[src/rtl/vga_sync_decoder.sv]
// Receive-side VGA sync decoder: follows incoming hsync/vsync, regenerates the
// pixel/line counters one clock behind the source and verifies the sync geometry.
module vga_sync_decoder #(
    parameter int unsigned H_ACTIVE     = 800,
    parameter int unsigned H_TOTAL      = 1056,
    parameter int unsigned H_SYNC_START = 840,
    parameter int unsigned H_SYNC_LEN   = 128,
    parameter int unsigned V_ACTIVE     = 600,
    parameter int unsigned V_TOTAL      = 628,
    parameter int unsigned V_SYNC_START = 601,
    parameter int unsigned V_SYNC_LEN   = 4,
    parameter int unsigned LOCK_FRAMES  = 2
) (
    input  logic        clk,
    input  logic        rst,
    input  logic        hsync_in,
    input  logic        vsync_in,
    output logic [10:0] hcount,
    output logic [10:0] vcount,
    output logic        hblnk,
    output logic        vblnk,
    output logic        locked,
    output logic        err,
    output logic [7:0]  err_count,
    output logic [10:0] meas_h_total,
    output logic [10:0] meas_v_total
);

    localparam logic [10:0] L_H_ACTIVE     = 11'(H_ACTIVE);
    localparam logic [10:0] L_H_LAST       = 11'(H_TOTAL - 1);
    localparam logic [10:0] L_H_SYNC_START = 11'(H_SYNC_START);
    localparam logic [10:0] L_H_SYNC_LEN   = 11'(H_SYNC_LEN);
    localparam logic [10:0] L_V_ACTIVE     = 11'(V_ACTIVE);
    localparam logic [10:0] L_V_LAST       = 11'(V_TOTAL - 1);
    localparam logic [10:0] L_V_TOTAL      = 11'(V_TOTAL);
    localparam logic [10:0] L_V_SYNC_START = 11'(V_SYNC_START);
    localparam logic [10:0] L_V_SYNC_LEN   = 11'(V_SYNC_LEN);
    localparam logic [10:0] L_MEAS_MAX     = 11'd2047;
    localparam logic [11:0] L_H_TOTAL_P    = 12'(H_TOTAL);
    localparam logic [11:0] L_H_TIMEOUT    = 12'(2 * H_TOTAL);
    localparam logic [7:0]  L_LOCK         = 8'(LOCK_FRAMES);

    typedef enum logic [1:0] {SEARCH, MEASURE, LOCKED} state_t;

    state_t      r_state, w_stateNext;
    logic        r_hsyncQ, r_vsyncQ;
    logic        w_hRise, w_hFall, w_vRise, w_vFall, w_hWrap;
    logic [10:0] w_hNext, w_vNext;
    logic [11:0] r_hPer;
    logic [10:0] r_hWid, r_vPer, r_vWid;
    logic        r_hArmed, r_vArmed, w_clearArm;
    logic        w_hPerBad, w_hWidBad, w_vPerBad, w_vWidBad, w_timeout, w_fail;
    logic [7:0]  r_good, w_goodNext;
    logic        r_frameBad, w_frameBadNext, w_errNext;

    always_ff @(posedge clk or posedge rst) begin
        if (rst) begin
            r_hsyncQ <= 1'b0;
            r_vsyncQ <= 1'b0;
        end else begin
            r_hsyncQ <= hsync_in;
            r_vsyncQ <= vsync_in;
        end
    end

    assign w_hRise = hsync_in & ~r_hsyncQ;
    assign w_hFall = ~hsync_in & r_hsyncQ;
    assign w_vRise = vsync_in & ~r_vsyncQ;
    assign w_vFall = ~vsync_in & r_vsyncQ;
    assign w_hWrap = ~w_hRise && (hcount >= L_H_LAST);

    always_comb begin
        w_hNext = hcount + 11'd1;
        w_vNext = vcount;
        if (w_hRise) begin
            w_hNext = L_H_SYNC_START;
        end else if (w_hWrap) begin
            w_hNext = 11'd0;
        end
        if (w_vRise) begin
            w_vNext = L_V_SYNC_START;
        end else if (w_hWrap) begin
            w_vNext = (vcount >= L_V_LAST) ? 11'd0 : vcount + 11'd1;
        end
    end

    always_ff @(posedge clk or posedge rst) begin
        if (rst) begin
            hcount <= 11'd0;
            vcount <= 11'd0;
            hblnk  <= 1'b0;
            vblnk  <= 1'b0;
        end else begin
            hcount <= w_hNext;
            vcount <= w_vNext;
            hblnk  <= (w_hNext >= L_H_ACTIVE);
            vblnk  <= (w_vNext >= L_V_ACTIVE);
        end
    end

    // h_per carries one extra bit so the 2*H_TOTAL timeout stays reachable even
    // though the reported period saturates at 2047.
    always_ff @(posedge clk or posedge rst) begin
        if (rst) begin
            r_hPer       <= 12'd0;
            r_hWid       <= 11'd0;
            r_vPer       <= 11'd0;
            r_vWid       <= 11'd0;
            meas_h_total <= 11'd0;
            meas_v_total <= 11'd0;
        end else begin
            if (w_hRise) begin
                r_hPer       <= 12'd1;
                meas_h_total <= (r_hPer > {1'b0, L_MEAS_MAX}) ? L_MEAS_MAX : r_hPer[10:0];
            end else if (r_hPer != 12'hFFF) begin
                r_hPer <= r_hPer + 12'd1;
            end
            if (w_hRise) begin
                r_hWid <= 11'd1;
            end else if (hsync_in && r_hWid != L_MEAS_MAX) begin
                r_hWid <= r_hWid + 11'd1;
            end
            if (w_vRise) begin
                r_vPer       <= {10'd0, w_hRise};
                meas_v_total <= r_vPer;
            end else if (w_hRise && r_vPer != L_MEAS_MAX) begin
                r_vPer <= r_vPer + 11'd1;
            end
            if (w_vRise) begin
                r_vWid <= {10'd0, w_hRise};
            end else if (vsync_in && w_hRise && r_vWid != L_MEAS_MAX) begin
                r_vWid <= r_vWid + 11'd1;
            end
        end
    end

    assign w_hPerBad  = r_hArmed && w_hRise && (r_hPer != L_H_TOTAL_P);
    assign w_hWidBad  = r_hArmed && w_hFall && (r_hWid != L_H_SYNC_LEN);
    assign w_vPerBad  = r_vArmed && w_vRise && (r_vPer != L_V_TOTAL);
    assign w_vWidBad  = r_vArmed && w_vFall && (r_vWid != L_V_SYNC_LEN);
    assign w_timeout  = r_hArmed && !w_hRise && (r_hPer == L_H_TIMEOUT);
    assign w_fail     = w_hPerBad | w_hWidBad | w_vPerBad | w_vWidBad | w_timeout;
    assign w_clearArm = (r_state == LOCKED) && w_fail;

    // Arming restarts from scratch whenever a locked decoder falls back to SEARCH.
    always_ff @(posedge clk or posedge rst) begin
        if (rst) begin
            r_hArmed <= 1'b0;
            r_vArmed <= 1'b0;
        end else if (w_clearArm) begin
            r_hArmed <= 1'b0;
            r_vArmed <= 1'b0;
        end else begin
            if (w_hRise) r_hArmed <= 1'b1;
            if (w_vRise) r_vArmed <= 1'b1;
        end
    end

    always_ff @(posedge clk or posedge rst) begin
        if (rst) begin
            r_state    <= SEARCH;
            r_good     <= 8'd0;
            r_frameBad <= 1'b0;
        end else begin
            r_state    <= w_stateNext;
            r_good     <= w_goodNext;
            r_frameBad <= w_frameBadNext;
        end
    end

    // A frame is judged at the vsync rise that closes it, including any check
    // failing on that very edge.
    always_comb begin
        w_stateNext    = r_state;
        w_goodNext     = r_good;
        w_frameBadNext = r_frameBad;
        w_errNext      = 1'b0;
        case (r_state)
            SEARCH: begin
                if (w_vRise && r_hArmed) begin
                    w_stateNext    = MEASURE;
                    w_goodNext     = 8'd0;
                    w_frameBadNext = 1'b0;
                end
            end
            MEASURE: begin
                if (w_vRise) begin
                    w_frameBadNext = 1'b0;
                    if (r_frameBad || w_fail) begin
                        w_goodNext = 8'd0;
                    end else begin
                        w_goodNext = r_good + 8'd1;
                        if (r_good + 8'd1 >= L_LOCK) w_stateNext = LOCKED;
                    end
                end else if (w_fail) begin
                    w_frameBadNext = 1'b1;
                end
            end
            LOCKED: begin
                if (w_fail) begin
                    w_stateNext = SEARCH;
                    w_errNext   = 1'b1;
                end
            end
            default: w_stateNext = SEARCH;
        endcase
    end

    always_ff @(posedge clk or posedge rst) begin
        if (rst) begin
            locked    <= 1'b0;
            err       <= 1'b0;
            err_count <= 8'd0;
        end else begin
            locked <= (w_stateNext == LOCKED);
            err    <= w_errNext;
            if (w_errNext && err_count != 8'hFF) begin
                err_count <= err_count + 8'd1;
            end
        end
    end

endmodule

[config.mk]
export PLATFORM = sky130hd
export DESIGN_NAME = vga_sync_decoder
export DESIGN_NICKNAME = d
export VERILOG_FILES = /design/src/rtl/vga_sync_decoder.sv
export SDC_FILE = /design/constraint.sdc
export NUM_CORES = 1
export LEC_CHECK = 0
export CORE_UTILIZATION = 55
export CTS_CLUSTER_DIAMETER = 60
export DETAILED_ROUTE_END_ITERATION = 7
export PLACE_DENSITY_LB_ADDON = 0.15
export SLEW_MARGIN = 10
export SYNTH_ARGS = -nofsm -noshare
export SYNTH_HDL_FRONTEND = slang
export SYNTH_SLANG_ARGS = --single-unit
[constraint.sdc]
create_clock -name clk -period 5 [get_ports clk]
set_clock_uncertainty 0.15 [all_clocks]
set_input_delay 0.75 -clock clk [delete_from_list [all_inputs] [get_ports clk]]
set_output_delay 0.75 -clock clk [all_outputs]
set_load 0.01 [all_outputs]
=== After elaboration in Yosys (flattened, before gate mapping) ===
Index checks and enable logic that the tools add are counted.

* Div/mod/pow operators: 0
* Magnitude comparators: 6
* Reduce and logical (&&, ||, !) cells: 30
* Bitwise gates (word level): 13
* Shift-type cells: 0
* Multipliers: 0
* $add $sub $neg: 8
* Equality and inequality tests: 16
* Muxes and demuxes: 34

{| class="wikitable"
|+ Operators with widths
! kind !! count
|-
| $mux 11 || 12
|-
| $add 11x1->11 const B || 5
|-
| $ge 11x10->1 const B || 3
|-
| $ne 11x11->1 const B || 3
|-
| $mux 12 || 2
|-
| $mux 8 || 3
|-
| $logic_and 1x1->1 || 18
|-
| $add 8x1->8 const B || 2
|-
| $pmux 8 s2 || 1
|-
| $reduce_bool 2->1 || 7
|-
| $add 12x1->12 const B || 1
|-
| $eq 12x12->1 const B || 1
|-
| $gt 12x11->1 const B || 1
|-
| $ne 12x11->1 const B || 1
|-
| $ne 12x12->1 const B || 1
|-
| $ge 11x11->1 const B || 1
|-
| $ne 11x10->1 const B || 1
|-
| $ne 11x3->1 const B || 1
|-
| $ne 11x8->1 const B || 1
|-
| $mux 2 || 5
|-
| $mux 1 || 9
|-
| $ge 8x2->1 const B || 1
|-
| $ne 8x8->1 const B || 1
|-
| $pmux 2 s3 || 1
|-
| other kinds (12) || 25
|}

* Bits of input ports: 4
* Bits in read-only memories: 0
* Output and inout bits: 56
* Memories: 0
* Word-level logic and storage cells: 127
* Latch bits: 0
* Bits in writable memories: 0
* Register bits: 116

=== Longest topological paths before layout ===
* Depth in word-level cells: 13
* Gate-level depth with buffers: 9
* Depth with buffers taken out: 8

=== Worst setup path before layout ===
OpenSTA, ideal clock, no wires.

* Path type: input to register
* Start point: input hsync_in
* End point: register err_count[1]
* Slack: 2.603 ns
* Stages: 7
* Arrival time: 2.121 ns
* Required time: 4.725 ns
* Library setup time: 0.125 ns
* Path buffers: 1
* Path through: nand2b_1 -> a311oi_1 -> a31oi_4 -> a21oi_4 -> and2_4 -> buf_6 -> mux2_4

* Cells in the longest elaborated chain, start to end: 11
* Elaborated cells on any way between the ends: 17
* Those cells by class: 2 x mux; 7 x bitwise; 8 x reduce/logical

{| class="wikitable"
|+ RTL lines
! element !! RTL line !! source
|-
| start: declaration || 16 || <nowiki>input logic hsync_in,</nowiki>
|-
| $not 1->1 || 67 || <nowiki>assign w_hFall = ~hsync_in & r_hsyncQ;</nowiki>
|-
| $and 1x1->1 || 67 ||
|-
| $logic_and 1x1->1 (2 in a row) || 138 || <nowiki>assign w_hWidBad = r_hArmed && w_hFall && (r_hWid != L_H_SYNC_LEN);</nowiki>
|-
| $or 1x1->1 (3 in a row) || 142 || <nowiki>assign w_fail = w_hPerBad | w_hWidBad | w_vPerBad | w_vWidBad | w_timeout;</nowiki>
|-
| $or 1x1->1 * || 142 ||
|-
| $mux 1 * || 200 || <nowiki>if (w_fail) begin</nowiki>
|-
| $mux 1 * || 178 || <nowiki>case (r_state)</nowiki>
|-
| $logic_and 1x1->1 * || 217 || <nowiki>if (w_errNext && err_count != 8'hFF) begin</nowiki>
|-
| end signal: assignment || 218 || <nowiki>err_count <= err_count + 8'd1;</nowiki>
|-
| end: declaration || 24 || <nowiki>output logic [7:0] err_count,</nowiki>
|}

Mark *: on every way between the ends. The rest lies on a longest branch, timed or not.
A chain may end at the register's enable or synchronous reset.

=== Worst setup path in the final report ===
Ends and elaborated chain as after synthesis.

==> metrics.txt <==
fin util=68.9%; reg2reg setup slack=2.47 ns; Yosys reg bits=116; CP Capture Type=flip-flop; port bufs=59; setup violators final=0; vias post-DR=4765; worst r2r src=r_vWid[0]; clock transition at the registers of the reported paths=0.05 ns; total power=2.54 mW; die height=105 um; PostCTS Resize Cnt=0; CTS tree=done; WP data arrival=2.94 ns; first-pass GRT wire length=21700 um; Synth Net Count=629; Filler cells=786; Hold Path Class=flip-flop to flip-flop; top-count cell post-synth=dfrtp_1; Syn-to-layout area delta=21.7%; Synth cell types=67; Avg Inst Size Synth=9.55 um^2; share of post-route cells with drive strength above 1=7.70%; top cell type's share of synthesized area=49.6%; asr flop ratio synth=100%; number of CTS-inserted buffers=17; Vias/cell=5.78; Seq. cell area=2900 um^2; HPWL after DPL=8540 um; clock latency on the worst-skew pair=0.52 ns; period utilization=53.8%; pin count of the biggest net entering global routing=55; max frequency=372 MHz; Synth Cell Area=5850 um^2; Final Hold Viols=0; vias in the first global route=4568; CTS Buffer Depth=2; Slew Limit Fails=0; Ports=60; CP startpoint kind=input pin; Setup Buffers After CTS=0; top cells by count, synth=116 x dfrtp_1, 105 x nand2_1, 73 x nor2_1, 32 x xor2_1, 30 x o21ai_0; H-tree Lvls=4; WL final=12800 um; status=complete, no violations; antenna diode count=0; Final Wtd Congestion=0.906; actual slew at the worst max-slew pin=0.667 ns; P_leak=3.17 nW; Worst EP required=5.25 ns; Routed Antenna Nets=0; CP endpoint=err_count[1]; row cnt=37; cells after synthesis=612; quantity of hold-fixing buffers added after cts=0; Max-cap violations=0; Detailed Routing Iterations Pass 1=5; Synth area leaders=dfrtp_1 50%, nand2_1 6.7%, xor2_1 4.8%; DIE AREA=11000 um^2; Yosys top cell by area=dfrtp_1; Worst R2R Path Depth=8; Min Clock Period, post-route=2.69 ns; FF-to-FF End=err_count[1]; initial antenna violation count=0; Core Area=10300 um^2; drt wl/cell=15.5 um; post-synthesis sequential area ratio=49.6%; Die W=105 um; crit path from=hsync_in; gr usage total=25.1%; area of the multi-input gates=2790 um^2; initial drt markers=307; crit-path max FO=13; remaining global-route overflow=0; setup TNS=0 ns; Post-synth EDFFs=0; Power Dens Cells=357 nW/um^2; slew margin rel.=55.5%; Max VDD drop=0.328 mV; Initial Utilization=56.6%; clock root buffer=clkbuf_8; YS warnings=0; RSZ-0062 raised after global routing=false; Post-synth top flop=dfrtp_1; layout net count=692; CTS Sinks=116; WS Path Type=input pin to flip-flop; # DRC=0
[area by class of cell]
class / count / area share [%]
repair buffers: 65 / 8.93
clock buffers: 22 / 6.22
clock inverters: 10 / 1.51
inverters: 17 / 0.932
multi-input cells: 458 / 39.2
well taps: 136 / 2.39
flip-flops and latches: 116 / 40.8
[power by group]
| group | internal, mW | total, mW | switching, mW |
|---|---|---|---|
| clock network | 0.716 | 1.12 | 0.405 |
| logic | 0.154 | 0.321 | 0.167 |
| registers | 1.01 | 1.10 | 0.0851 |
[cell families (layout without fill, tap and decap cells)]
group,after synthesis,after routing,synth area share (%)
AO/OA/AOI/OAI,101,101,12.3
XOR/XNOR,51,51,7.64
adder cells (fa/ha/maj),13,13,2.78
buffers and inverters,38,114,2.72
flip-flops,116,116,49.6
multiplexers,2,2,0.428
AND/OR/NAND/NOR,291,291,24.5
[cell usage in the layout, fill, tap and decap left out, drive strengths merged, types with 3 or more instances in the layout]
cell type and n:
nand4 13, nor2b 3, o211ai 4, a221o 3
and2 9, ha 13, nand2 105, nor3 9
nor2 73, nand2b 5, nor3b 4, clkdlybuf4s50 59
a21oi 18, a311oi 4, o21ai 32, and4 9
and3 20, buf 6, clkinv 5, xnor2 19
a211o 3, a31oi 12, nor4b 4, a41oi 5
clkbuf 22, dfrtp 116, nor4 5, nand3 19
inv 17, clkinvlp 3, xor2 32
[layer usage]
| metal | wire (um) | track usage, % |
|---|---|---|
| met5 | 0 | 0 |
| met3 | 533 | 6.36 |
| met4 | 185 | 10.8 |
| met2 | 6100 | 38.7 |
| met1 | 5940 | 33.6 |
[worst min path at each step]
stage	start	endpoint	cells after the start
2_1_floorplan	r_state[1]	r_state[0]	1
3_3_place_gp	meas_h_total[7]	meas_h_total[7]	2
3_5_place_dp	meas_h_total[7]	meas_h_total[7]	2
4_1_cts	meas_h_total[7]	meas_h_total[7]	2
5_1_grt	meas_v_total[6]	meas_v_total[6]	2
6_report	meas_h_total[7]	meas_h_total[7]	2
[state kept, by name (all words and copies together), names as in the netlist, 8 cells and up]
register,flops
meas_h_total,11
r_hWid,11
r_vWid,11
r_vPer,11
err_count,8
meas_v_total,11
hcount,11
r_good,8
r_hPer,12
vcount,11
[critical path: stages]
cell	delay, ns
clkdlybuf4s50_1	0.59
nor2b_2	0.44
a31o_2	0.20
a31oi_4	0.11
a21oi_4	0.31
and2_4	0.24
mux2_4	0.30
[per-stage QoR]
stage	instances	area (um^2)	setup WS, ns	hold WS (ns)
6_report	824	7120	2.31	0.313
5_1_grt	824	7120	2.11	0.348
4_1_cts	824	7120	2.33	0.322
3_5_place_dp	792	6570	1.78	0.310
3_3_place_gp	792	6570	1.86	0.302
2_1_floorplan	612	5850	1.03	0.299
Power figures use the tool's default switching activity.
